`src/rtl/rr_mux_arbiter.sv`:
```
// rr_mux_arbiter: round-robin arbiter for a shared 4:1 mux, registered select/grant and data
//   clk, reset (sync, active-high); req[3:0] requests; i0..i3 data inputs
//   gnt one-hot grant; s1/s0 owner index; busy while granted; y/y_valid registered mux output
module rr_mux_arbiter #(
  parameter int DW = 1,
  parameter int HOLD_MAX = 4
) (
  input  logic          clk,
  input  logic          reset,
  input  logic [3:0]    req,
  input  logic [DW-1:0] i0,
  input  logic [DW-1:0] i1,
  input  logic [DW-1:0] i2,
  input  logic [DW-1:0] i3,
  output logic [3:0]    gnt,
  output logic          s1,
  output logic          s0,
  output logic          busy,
  output logic [DW-1:0] y,
  output logic          y_valid
);
  typedef enum logic {IDLE, GRANT} state_t;
  state_t state, state_d;
  logic [1:0] last, last_d, win;
  logic [7:0] cnt, cnt_d;
  logic [3:0] cand;
  logic own_req, any, lim, go;
  logic [DW-1:0] sel_data;
  always_ff @(posedge clk) begin
    if (reset) begin
      state <= IDLE;
      last <= 2'd3;
      cnt <= '0;
      gnt <= '0;
      {s1, s0} <= 2'b00;
      busy <= 1'b0;
      y <= '0;
      y_valid <= 1'b0;
    end else begin
      state <= state_d;
      last <= last_d;
      cnt <= cnt_d;
      gnt <= state_d == GRANT ? 4'b0001 << last_d : 4'b0000;
      busy <= state_d == GRANT;
      if (go) {s1, s0} <= win;
      y_valid <= busy;
      if (busy) y <= sel_data;
    end
  end
  // in GRANT, last is the current owner; it is masked so a forced switch never re-picks it
  always_comb begin
    own_req = req[last];
    cand = state == GRANT ? req & ~(4'b0001 << last) : req;
    win = last;
    for (int k = 4; k >= 1; k--)
      if (cand[2'(last + 2'(k))]) win = 2'(last + 2'(k));
    any = |cand;
    lim = cnt == 8'(HOLD_MAX - 1);
    go = any && (state == IDLE || !own_req || lim);
    state_d = go || (state == GRANT && own_req) ? GRANT : IDLE;
    last_d = go ? win : last;
    cnt_d = go ? 8'd0 : (state == GRANT && own_req && !lim) ? cnt + 8'd1 : cnt;
  end
  always_comb sel_data = s1 ? (s0 ? i3 : i2) : (s0 ? i1 : i0);
endmodule

```
`config.mk`:
```
export PLATFORM = sky130hd
export DESIGN_NAME = rr_mux_arbiter
export DESIGN_NICKNAME = d
export VERILOG_FILES = /design/src/rtl/rr_mux_arbiter.sv
export SDC_FILE = /design/constraint.sdc
export NUM_CORES = 1
export LEC_CHECK = 0
export ABC_CLOCK_PERIOD_IN_PS = 3260
export CAP_MARGIN = 20
export CORE_UTILIZATION = 52
export DETAILED_ROUTE_END_ITERATION = 10
export PLACE_DENSITY = 0.87
export SLEW_MARGIN = 25
export SYNTH_ARGS = -nofsm -noshare
export SYNTH_HDL_FRONTEND = slang
export SYNTH_SLANG_ARGS = --single-unit
```
`constraint.sdc`:
```
create_clock -name clk -period 3.26 [get_ports clk]
set_input_delay 0.652 -clock clk [delete_from_list [all_inputs] [get_ports clk]]
set_output_delay 0.652 -clock clk [all_outputs]
set_load 0.01 [all_outputs]
```
Yosys cells after proc, flatten, opt, wreduce, memory -nomap -nowiden
Cells that the tools add are included.
Word-level totals
  input port bits: 10
  logic and storage cells: 51
  register bits after elaboration: 19
  output and inout port bits: 9
Operators by class
  shifts and indexed selects: 2
  add/subtract/negate cells: 4
  reductions and logical operators: 11
  bitwise logic cells: 4
  order comparisons: 4
  multiplexer cells: 17
  equal/unequal tests: 1
Operators by type and width (count)
  $lt 2x3->1 const B: 4
  $add 8x1->8 const B: 1
  $bmux 1 s2: 4
  $eq 8x2->1 const B: 1
  $mux 1: 8
  $mux 2: 4
  $shl 1x2->4 const A: 2
  $add 2x2->2 const B: 2
  $and 4x4->4: 1
  $mux 4: 1
  $not 4->4: 1
  $reduce_or 2->1: 2
  $reduce_or 4->1: 1
  $logic_and 1x1->1: 3
  $logic_or 1x1->1: 3
  $add 2x1->2 const B: 1
  $logic_not 1->1: 2
  $not 1->1: 2

Depth between registers and ports, before layout
  depth after elaboration: 11
  gate-level depth with buffers: 9
  mapped depth without buffers: 8

Worst setup path before layout
Ideal clock, no wire load.
  kind: flip-flop to flip-flop
  start: reg last[0]
  end: reg gnt[0]
  data arrival time: 2422 ps
  buffers on the path: 1
  slack: 722 ps
  cell stages (with the launch flop): 10
  period minus slack after synthesis: 2538 ps
  library setup time: 115 ps
  path through: dfxtp_1 > buf_4 > inv_1 > ha_1 > mux2_2 > a211oi_2 > nor4bb_1 > or4_4 > and2_2 > and3_1
On the way
  cells in the longest elaborated chain, start to end: 11
  elaborated cells between the ends (all ways): 30
  those cells by class: add/sub: 3; shift: 2; mux: 14; bitwise: 3; reduce/logical: 8
Ends and longest elaborated chain
  from (decl): RTL line 24  | logic [1:0] last, last_d, win;
  from (signal assigned): RTL line 41  | last <= last_d;
  $shl 1x2->4: RTL line 53  | cand = state == GRANT ? req & ~(4'b0001 << last) : req;
  $not 4->4: RTL line 53
  $and 4x4->4: RTL line 53
  $mux 4: RTL line 53
  $bmux 1 s2: RTL line 56  | if (cand[2'(last + 2'(k))]) win = 2'(last + 2'(k));
  $mux 1 (implied by the code): RTL line 56
  $mux 2 (3 in a row): RTL line 56
  $mux 2: RTL line 61  | last_d = go ? win : last;
  $shl 1x2->4: RTL line 43  | gnt <= state_d == GRANT ? 4'b0001 << last_d : 4'b0000;
  to (signal assigned): RTL line 43
  to (decl): RTL line 15  | output logic [3:0] gnt,
Parallel ways exist; a longest one is shown, timed or not. The select of a mux whose other input is x is not followed.
A chain may end at the register's enable or synchronous reset.

Worst setup path after layout
  start: reg last[1]
  end: reg gnt[1]
Same word-level chain as after synthesis.

==> flow_summary.toml <==
[power_and_ir_drop]
power_leakage_nw = 0.5410
switching_share = 0.4016
powerDensity_nw_per_um2 = 710.0
clockPowerShare = 0.131
peakVddDrop_mv = 0.4568
seq_power_share = 0.326
pwr-share-comb = 0.543
p_sw_mw = 0.3936
internal_power_mw = 0.5863
power_mw = 0.9799

[critical_path]
crit_path_start = "last[1]"
reg2reg_from = "last[1]"
ff2ff_setup_slack_ns = 0.46
end_kind = "flop"
critPathKind = "reg2reg"
path_max_fanout = 11
worstPathRequired_ns = 3.51
crit_arrival_ns = 3.05
r2r-end = "gnt[1]"
endpoint = "gnt[1]"
crit_path_start_kind = "flop"
r2r_cells = 8

[synthesis]
yosys.area_share.adder = 0.05319
avgSynthCellArea_sq_um = 9.409
synth_seq_area_share = 0.3234
synth-edff-count = 0
syn_area_sq_um = 1176
synthCells = 125
synth_top_family_by_area = "simple AND/OR/NAND/NOR gates"
synthesis.nets = 140
synth-xor-area-share = 0.03723
synth_top_area_share = 0.3234
synthFlopType = "dfxtp_1"
yosys_warnings = 0
synthTopCellsByArea = "dfxtp_1 32%, ha_1 5.3%, mux4_1 4.5%"
synthSimpleGateAreaFrac = 0.2394
synth.area.mux_share = 0.1277
synth-seq-cells = 19
synth_top_area_cell = "dfxtp_1"
async_reset_ff_frac = 0
synth_compound_area_frac = 0.1681
synth.distinct_cells = 41

[floorplan]
initial_core_util = 0.5760
die_area_sq_um = 2456
io-pin-count = 19
placementRows = 16
die_x_um = 49.56
die-height_um = 49.56
coreArea_sq_um = 2042

[sta]
hold_viol_final = 0
finalWorstSetupSlack_ns = 0.4604
clock.fmax_ghz = 0.3572
slew_violations = 0
fin_crit_sh = 0.8588
worst_hold_slack_ns = 0.4937
worst_slew_pin_slew_ns = 0.6358
rsz0062_at_grt = "no"
setup_tns_ns = 0
timing.slew.headroom = 0.5703
finalClockSkew_ns = 0.01024
setup_viol = 0
period_minus_slack_ns = 2.800

[route]
drt-initial-drc-count = 37
finalWirelength_um = 2580
drtPass1Iterations = 5
vias = 1028
detail-route-antenna-nets = 0
viasPerCell = 6.083
wl_per_cell_um = 15.27
drc = 0

[cts]
cts-root-buf = "clkbuf_4"
tritoncts = "yes"
cts.htree.levels = 1
numCtsBuffers = 3
cts_hold_buffers = 0
clk_pin_slew_ns = 0.12
cts-resized-gates = 0
cts_sinks = 19
clk_path_buf_depth = 2
cts_setup_buffers = 0
clkLatencyLatePin_ns = 0.31

[min_path]
hp-class = "reg2reg"

[finish]
regArea_sq_um = 380.4
fillers = 174
n_antenna_cell = 0
nets = 158
syn_to_final_growth_pct = 17.34
finalInstanceArea_sq_um = 1380
stdcell_count = 169
multi_input_area_sq_um = 735.7
drive_gt1_frac = 0.1127
fin_util = 0.6759

[place]
placed_area_sq_um = 1353
hpwl_um = 1923
dp_cells = 165
port_buffers = 18
dp_worst_setup_slack_ns = 0.2566
place.gp.congestion = 0.8557

[run_status]
outcome = "finished clean"

[global_routing]
grt_max_degree = 16
grt_pass1_wl_um = 4422
overflow = 0
antenna_found_initial = 0
track_usage = 0.2369
grt_pass1_vias = 976

[run]
max-cap-violations = 0
cell usage in the layout (no fill, tap or decap), drive strengths merged, types with 3 or more instances in the layout:
cell            n
a21oi           5
and3            3
clkbuf          3
clkdlybuf4s50  18
dfxtp          19
ha              5
inv             4
mux2i           3
mux4            4
nand2          10
nand2b          3
nand4           3
nor2           13
nor2b           5
o21ai           6
or3             3
xor2            5
cell type report:
type / instances / area share
multi-input cells: 96 / 0.5331
flip-flops and latches: 19 / 0.2756
repair buffers: 19 / 0.1360
well taps: 27 / 0.02448
clock buffers: 3 / 0.01632
inverters: 4 / 0.01088
clock inverters: 1 / 0.003626
power groups by stage:
stage	clock network (mW)	logic (mW)	registers, mW
final	0.129	0.532	0.319
after global routing	0.137	0.574	0.325
after CTS	0.128	0.528	0.318
after detailed placement	0	0.524	0.323
after global placement	0	0.498	0.321
after floorplan	0	0.378	0.326
how the worst min path moves through the flow:
stage | start | endpoint | slack (ns) | cells after the start
global placement | cnt[1] | cnt[1] | 0.46 | 2
CTS | s1 | s1 | 0.50 | 2
floorplan | cnt[1] | cnt[1] | 0.45 | 2
global route | cnt[1] | cnt[1] | 0.53 | 2
detailed placement | s1 | s1 | 0.48 | 2
finish | s1 | s1 | 0.49 | 2
logic make-up (layout without fill, tap and decap cells):
family | after synthesis | count (layout)
xor gates and xnor gates | 5 | 5
AOI/OAI and AO/OA | 25 | 25
and+or+nand+nor | 52 | 52
DFF | 19 | 19
buffers and inverters | 10 | 27
muxes | 9 | 9
adders and majority gates | 5 | 5
synthesized netlist by cell type, drive strengths merged (3+ instances only):
| cell type | n |
|---|---|
| nor2 | 13 |
| nand2b | 3 |
| xor2 | 5 |
| and3 | 3 |
| buf | 4 |
| nand2 | 10 |
| nand4 | 3 |
| mux2i | 3 |
| dfxtp | 19 |
| mux4 | 4 |
| nor2b | 5 |
| a21oi | 5 |
| o21ai | 6 |
| or3 | 3 |
| inv | 4 |
| ha | 5 |
critical path, stage by stage, from the launching register on:
cell and delay [ns]:
dfxtp_1 0.60, inv_1 0.12, ha_1 0.25, mux2_2 0.30, a211oi_2 0.33, nor4bb_1 0.16
or4_4 0.54, a211o_1 0.32, nor2_1 0.10
state kept, by name, indices dropped and copies added, names as in the netlist:
signal / cells
state: 1
cnt: 8
s0: 1
y: 1
gnt: 4
y_valid: 1
last: 2
s1: 1
layer usage:
layer | vias up | global-route usage | part of all wire
met5 | - | 0 | 0
met4 | 0 | 0.08571 | 0.013
met3 | 4 | 0.04321 | 0.073
met2 | 44 | 0.3739 | 0.46
met1 | 486 | 0.3205 | 0.46
li1 | 494 | - | -
(Power assumes the default switching activity.)
